**src/rtl/uproc_pkg.sv**
```systemverilog
// Shared types and constants for the micro-processor run controller.
package uproc_pkg;

  // Controller states. The numeric encoding is visible on the State port.
  typedef enum logic [1:0] {
    ST_IDLE   = 2'd0,
    ST_FETCH  = 2'd1,
    ST_EXEC   = 2'd2,
    ST_HALTED = 2'd3
  } run_state_e;

  // Widest instruction word the controller is expected to see.
  localparam int HLT_MAX_W = 64;

  // HLT opcode is all ones; users slice the low INS_W bits.
  localparam logic [HLT_MAX_W-1:0] HLT_OPCODE = '1;

endpackage

```
**src/rtl/sat_counter.sv**
```systemverilog
// Saturating up-counter: counts inc cycles and holds at the all-ones value.
module sat_counter #(
  parameter int WIDTH = 16
) (
  input  logic             clk,
  input  logic             Reset,
  input  logic             inc,
  output logic [WIDTH-1:0] count
);

  // Synchronous clear; otherwise count up unless already at maximum.
  always_ff @(posedge clk) begin
    if (Reset) begin
      count <= '0;
    end else if (inc && (count != {WIDTH{1'b1}})) begin
      count <= count + WIDTH'(1);
    end
  end

endmodule

```
**src/rtl/run_controller.sv**
```systemverilog
// Run/step/halt controller for a two-cycle (FETCH, EXEC) micro-processor.
// Gates the decoder enables and the PC advance so that state only changes
// in EXEC, and stops cleanly on HaltReq, the HLT opcode or a breakpoint.
//
// Control inputs are level/pulse sampled at the rising edge of clk; there
// is no valid/ready handshake: Step and HaltReq are one-cycle pulses that
// are acted on in the cycle they are seen, Run is a level.
module run_controller
  import uproc_pkg::*;
#(
  parameter int ADDR_W = 5,
  parameter int INS_W  = 6,
  parameter int CNT_W  = 16
) (
  input  logic              clk,
  input  logic              Reset,
  input  logic              Run,
  input  logic              Step,
  input  logic              HaltReq,
  input  logic              BpEn,
  input  logic [ADDR_W-1:0] BpAddr,
  input  logic [ADDR_W-1:0] PC_Addr,
  input  logic [INS_W-1:0]  Ins,
  input  logic              ID_RegCE,
  input  logic              ID_A_CE,
  input  logic              ID_CY_CE,
  output logic              Reg_CE,
  output logic              A_CE,
  output logic              CY_CE,
  output logic              PC_CE,
  output logic [1:0]        State,
  output logic              Halted,
  output logic              Busy,
  output logic [CNT_W-1:0]  InsCount
);

  run_state_e state_q, state_d;
  logic       single_q, single_d;        // current run is a single step
  logic       halt_pending_q, halt_pending_d;
  logic       bp_skip_q, bp_skip_d;      // let the breakpoint instruction run once
  logic       run_q;                     // Run from the previous cycle

  logic       is_hlt;
  logic       bp_hit;
  logic       in_exec;

  assign is_hlt = (Ins == HLT_OPCODE[INS_W-1:0]);
  assign bp_hit = BpEn && (PC_Addr == BpAddr) && !bp_skip_q;

  // State and control flag registers.
  always_ff @(posedge clk) begin
    if (Reset) begin
      state_q        <= ST_IDLE;
      single_q       <= 1'b0;
      halt_pending_q <= 1'b0;
      bp_skip_q      <= 1'b0;
      run_q          <= 1'b0;
    end else begin
      state_q        <= state_d;
      single_q       <= single_d;
      halt_pending_q <= halt_pending_d;
      bp_skip_q      <= bp_skip_d;
      run_q          <= Run;
    end
  end

  // Next-state and flag update logic.
  always_comb begin
    state_d        = state_q;
    single_d       = single_q;
    halt_pending_d = halt_pending_q;
    bp_skip_d      = bp_skip_q;
    case (state_q)
      ST_IDLE: begin
        if (HaltReq) begin
          state_d = ST_HALTED;
        end else if (Step) begin
          state_d  = ST_FETCH;
          single_d = 1'b1;
        end else if (Run) begin
          state_d  = ST_FETCH;
          single_d = 1'b0;
        end
      end
      ST_FETCH: begin
        // HLT is caught here so it never reaches EXEC and PC stays on it.
        if (HaltReq || halt_pending_q || is_hlt || bp_hit) begin
          state_d = ST_HALTED;
        end else begin
          state_d = ST_EXEC;
        end
      end
      ST_EXEC: begin
        bp_skip_d = 1'b0;
        if (HaltReq) begin
          halt_pending_d = 1'b1;
        end
        if (HaltReq || halt_pending_q) begin
          state_d = ST_HALTED;
        end else if (single_q) begin
          state_d  = ST_IDLE;
          single_d = 1'b0;
        end else if (Run) begin
          state_d = ST_FETCH;
        end else begin
          state_d = ST_IDLE;
        end
      end
      ST_HALTED: begin
        // HaltReq is ignored here; only Step or a fresh Run resumes.
        if (Step) begin
          state_d   = ST_FETCH;
          single_d  = 1'b1;
          bp_skip_d = 1'b1;
        end else if (Run && !run_q) begin
          state_d   = ST_FETCH;
          single_d  = 1'b0;
          bp_skip_d = 1'b1;
        end
      end
      default: begin
        state_d = ST_IDLE;
      end
    endcase
    if ((state_d == ST_HALTED) && (state_q != ST_HALTED)) begin
      halt_pending_d = 1'b0;
    end
  end

  // Enables are forced low while Reset is asserted, even mid-EXEC.
  assign in_exec = (state_q == ST_EXEC) && !Reset;
  assign Reg_CE  = in_exec && ID_RegCE;
  assign A_CE    = in_exec && ID_A_CE;
  assign CY_CE   = in_exec && ID_CY_CE;
  assign PC_CE   = in_exec;
  assign State   = state_q;
  assign Halted  = (state_q == ST_HALTED) && !Reset;
  assign Busy    = ((state_q == ST_FETCH) || (state_q == ST_EXEC)) && !Reset;

  sat_counter #(
    .WIDTH(CNT_W)
  ) u_ins_count (
    .clk  (clk),
    .Reset(Reset),
    .inc  (state_q == ST_EXEC),
    .count(InsCount)
  );

endmodule

```
**config.mk**
```make
export PLATFORM = sky130hd
export DESIGN_NAME = run_controller
export DESIGN_NICKNAME = d
export VERILOG_FILES = /design/src/rtl/uproc_pkg.sv /design/src/rtl/sat_counter.sv /design/src/rtl/run_controller.sv
export SDC_FILE = /design/constraint.sdc
export NUM_CORES = 1
export LEC_CHECK = 0
export ABC_CLOCK_PERIOD_IN_PS = 5700
export CAP_MARGIN = 20
export CORE_UTILIZATION = 47
export CTS_CLUSTER_SIZE = 20
export DETAILED_ROUTE_END_ITERATION = 6
export HOLD_SLACK_MARGIN = 0.05
export PLACE_DENSITY = 0.85
export SYNTH_ARGS = -nofsm -noshare
export SYNTH_HDL_FRONTEND = slang
export SYNTH_SLANG_ARGS = --single-unit
```
**constraint.sdc**
```tcl
create_clock -name clk -period 5.7 [get_ports clk]
set_input_delay 1.14 -clock clk [delete_from_list [all_inputs] [get_ports clk]]
set_output_delay 1.14 -clock clk [all_outputs]
set_load 0.01 [all_outputs]
```
### Yosys cells after proc, flatten, opt, wreduce, memory -nomap -nowiden

Index checks and enable logic that the tools add are counted.

* eq/ne operators: 12
* reductions and logical operators: 25
* multiplexer cells: 20
* add/sub/neg operators: 1

Operator list (count)
* 16-bit by 1-bit adder with 16-bit output, second input constant: 1
* 16-bit != test, second input constant: 1
* 2-bit 2-to-1 mux: 6
* 1-bit logical AND: 11
* 1-bit 2-to-1 mux: 11
* 2-bit one-hot mux with 4 select lines: 1
* 2-bit equality test, second input constant: 3
* 6-bit equality test, second input constant: 1
* 2-bit != test, second input constant: 3
* 3-bit != test, second input constant: 2
* 5-bit equality test: 1
* 5-bit AND reduction: 1
* 1-bit logical OR: 4
* 2-bit AND reduction: 2
* 1-bit zero test: 3
* 1-bit one-hot mux with 3 select lines: 1
* 3-bit nonzero test: 1
* 2-bit by 1-bit equality test with 1-bit output, second input constant: 1
* 2-bit zero test: 1
* 1-bit one-hot mux with 2 select lines: 1
* 2-bit nonzero test: 1
* 2-bit OR reduction: 1

* register bits: 22
* input bits: 25
* output and inout bits: 24

### Depth between registers and ports, before layout

* depth after elaboration: 9
* gate-level depth with buffers: 7
* depth with buffers taken out: 6

### Hierarchy

From an unflattened synthesis, not the netlist that was laid out.

* cell total of the unflattened synthesis: 162
* area, all modules: 1365.1 sq um

By module, submodules not included
* sat_counter: seq. area each 320.3 sq um, area each 848.3 sq um, cells each 99, times used 1
* run_controller: seq. area each 120.1 sq um, area each 516.7 sq um, cells each 63, times used 1

### Worst setup path before layout

Ideal clock, no wire load.

* path type: input to output
* start: input port Reset
* end: output port Busy
* path buffers: 2
* arrival: 1.778 ns
* stages on the path: 3
* setup slack: 2.782 ns
* cells stage by stage: clkbuf_1 -> clkbuf_1 -> nor2b_1

* cells in the longest elaborated chain, start to end: 2

Ends and longest elaborated chain
* start, declared: line run_controller.sv:16 `input logic Reset,`
* 1-bit zero test: line run_controller.sv:138 `assign Busy = ((state_q == ST_FETCH) || (state_q == ST_EXEC)) && !Reset;`
* 1-bit logical AND: line run_controller.sv:138
* end, declared: line run_controller.sv:33 `output logic Busy,`

Every way passes these cells.

### Worst setup path after layout

* start: input port Reset
* end: output port A_CE

* cells in the longest elaborated chain, start to end: 3

Ends and longest elaborated chain
* 1-bit zero test: line run_controller.sv:131 `assign in_exec = (state_q == ST_EXEC) && !Reset;`
* 1-bit logical AND: line run_controller.sv:131
* 1-bit logical AND: line run_controller.sv:133 `assign A_CE = in_exec && ID_A_CE;`
* end, declared: line run_controller.sv:28 `output logic A_CE,`

Every way passes these cells.

==> summary.md <==
| Metric | Value |
|---|---|
| Run status | complete, no violations |
| Slew HR | 0.438 |
| Area delta synth->final | 43.1% |
| Setup slack after layout | approximately 1.8 ns |
| Minimum clock period | around 3.9 ns |
| Cell Chain, Critical Path | clkdlybuf4s50_1, buf_4, inv_1, and3_1, clkdlybuf4s50_1 |
| Number of buffers created by CTS | 3 |
| CP Data Required Time | 4.56 ns |
| Initial Util | 0.509 |
| Antenna diodes | 0 |
| CTS-repair resized insts | 0 |
| Placer Congestion | 0.838 |
| Leak | around 0.00064 uW |
| Clock tree buffer depth | 2 |
| Nets | approximately 240 |
| Unique masters post-synth | 35 |
| Ratio of total power to cell area | between 200 and 300 nW/um2 |
| Top Ports | 49 |
| Layout cells sized above 1 | 0.0485 |
| Core ar. | between 2000 and 3000 um2 |
| Drt wl/cell | around 16 um |
| Fill count | slightly above 200 |
| Max-cap violations | 0 |
| Register area share after synthesis | 0.340 |
| Max Freq | 258 MHz |
| CP endpoint kind | primary output |
| DRC | 0 |
| Die Ht | around 54 um |
| Synthesized flop and latch total | 22 |
| CTS H-tree lvls | 1 |
| Total Routing Usage GR | 0.278 |
| Post-synth net total | between 150 and 200 |
| RR Startpoint | State[0]$_SDFF_PP0_ |
| Antenna Nets Post-Route | 0 |
| Clock transition at path regs | 0.14 ns |
| Initial DRC count | 39 |
| R2R depth | 6 |
| Mapped cell area | about 1300 um2 |
| Chip Width | 54.5 um |
| Via count | around 1500 |
| Clock skew | 0.00502 ns |
| Final TNS setup | 0 ns |
| Largest net degree at the start of global routing | 28 |
| Setup Viol. Count Final | 0 |
| Most frequent cells in the layout | clkdlybuf4s50_1 (48), dfxtp_1 (22), a21oi_1 (14) |
| CP peak stage delay | 0.48 ns |
| Length of the first detailed-routing pass in iterations | 4 |
| Clock Sinks | 22 |
| Post-CTS Setup Inserts | 0 |
| Ys Warns | 0 |
| FF-to-FF End | u_ins_count.count[13]$_SDFFE_PP0P_ |
| Arrival @ worst endpoint | about 2.7 ns |
| RSZ-0062 raised after global routing | false |
| Clock latency at the later pin of the worst-skew pair | about 0.33 ns |
| Port bufs | 48 |
| Crit path to | A_CE |
| Setup CP Type | input pin to primary output |
| Most area-consuming cells after synthesis | dfxtp_1 (34%), ha_1 (5.8%), a21oi_1 (5.4%) |
| Vias per cell | approximately 6 |
| Initial antenna violation count | 0 |
| Top-area cell type share of the netlist area | 0.340 |
| Footprint of the multi-input gates | 808 um2 |
| Slew Limit Fails | 0 |
| First-pass GRT wire length | approximately 5.9 mm |
| CTS tree | built |
| Synthesized area per cell | 8.20 um2 |
| Worst setup SP type | input pin |
| Most common cell after layout, fill and taps aside | clkdlybuf4s50_1 |
| Die area | between 2000 and 3000 um2 |
| Post-Synthesis Cells | approximately 160 |
| Worst VDD drop | roughly 0.21 mV |
| Critical path's slowest cell | clkdlybuf4s50_1 |
| Vias in the first global route | roughly 1300 |
| Register-to-register setup slack | 3.25 ns |
| Worst Tran Pin Value | about 0.84 ns |
| Root buffer cell | clkbuf_4 |
| Most used cell, CP | clkdlybuf4s50_1 |
| Synth area leader | dfxtp_1 |
| Congestion Overflow GR | 0 |
| Hold buffer count at CTS | 0 |
| Total Wirelength | approximately 3.8 mm |
| Final period utilization | 0.680 |
| Min-delay worst type | flop to flop |
| Post-Place Setup Slack | 1.84 ns |
| Fin. Hold Viols | 0 |
| Cell Rows | 18 |
| Max FO, Critical Path | 27 |
| Sequential Area | between 400 and 500 um2 |
| Hpwl dp | 2.81 mm |
| Critical path origin | Reset |
per-stage QoR:
| stage | utilization | hold slack, ns | cells | power (uW) | instance area [um2] |
|---|---|---|---|---|---|
| 5_1_grt | 0.728 | 0.511 | 236 | 490 | 1850 |
| 4_1_cts | 0.728 | 0.491 | 236 | 465 | 1850 |
| 6_report | 0.728 | 0.494 | 236 | 466 | 1850 |
| 2_1_floorplan | - | 0.439 | 158 | 270 | 1290 |
| 3_3_place_gp | 0.707 | 0.456 | 232 | 334 | 1800 |
| 3_5_place_dp | 0.707 | 0.469 | 232 | 339 | 1800 |
area by class of cell:
| cell class | count | share of cell area |
|---|---|---|
| Sequential cell | 22 | 0.238 |
| Multi-Input combinational cell | 124 | 0.436 |
| Clock buffer | 3 | 0.0122 |
| Tap cell | 30 | 0.0203 |
| Timing Repair Buffer | 49 | 0.263 |
| Inverter | 7 | 0.0142 |
| Clock inverter | 1 | 0.0162 |
per-layer routing:
metal	part of all wire	track usage
met1	0.42	0.313
met2	0.49	0.490
met3	0.059	0.0611
met4	0.026	0.137
met5	0	0
worst max-delay path: cells and delay by family:
| kind | cells | cell delay [ns] |
|---|---|---|
| AND/OR/NAND/NOR | 1 | 0.21 |
| buffers and inverters | 4 | 1.38 |
report_power, final:
part           total, uW  leakage (uW)  internal (uW)  switching (uW)
logic                157      0.000433           82.1            75.0
clock network        126     0.0000279           71.2            54.6
registers            183      0.000178            167            16.3
total                466      0.000640            320             146
Yosys cell counts:
cell	count
mux2i_1	1
xor2_1	5
clkbuf_2	1
a221o_1	1
ha_1	6
o21a_1	3
a221oi_1	1
nand4_1	5
nor3_1	5
or3_1	7
or4_1	7
nand2b_1	3
o41ai_1	2
mux2_2	3
and3_1	3
and2_1	1
nand3_1	4
nor4_1	6
or4b_2	1
o21ai_0	7
nand3b_1	1
a211oi_1	1
nor3b_1	1
nor2_1	12
a21oi_1	14
dfxtp_1	22
o211ai_1	1
nand2_1	8
inv_1	7
o311ai_0	1
o31ai_1	6
nand4_2	1
a2111oi_0	1
nor2b_1	6
clkbuf_1	4
registers in the layout, summed over array words and instances, names as in the netlist:
signal	flops
run_q	1
bp_skip_q	1
halt_pending_q	1
single_q	1
u_ins_count.count	16
State	2
worst min path at each step:
stage / slack, ns / depth (start not counted) / end / from
final: 0.49 / 2 / single_q$_SDFFE_PP0P_ / single_q$_SDFFE_PP0P_
after global routing: 0.51 / 2 / single_q$_SDFFE_PP0P_ / single_q$_SDFFE_PP0P_
after CTS: 0.49 / 2 / single_q$_SDFFE_PP0P_ / single_q$_SDFFE_PP0P_
after detailed placement: 0.47 / 2 / single_q$_SDFFE_PP0P_ / single_q$_SDFFE_PP0P_
after global placement: 0.46 / 2 / single_q$_SDFFE_PP0P_ / single_q$_SDFFE_PP0P_
after floorplan: 0.44 / 2 / single_q$_SDFFE_PP0P_ / single_q$_SDFFE_PP0P_
cells by family (layout without fill, tap and decap cells):
group	after synthesis	after routing	synth area share
fa+ha+maj	6	6	0.0580
mux	4	4	0.0338
flops	22	22	0.340
simple gates	71	71	0.312
buf+inv	12	60	0.0357
xor+xnor	5	5	0.0338
compound gates	38	38	0.186
(Power assumes the default switching activity.)
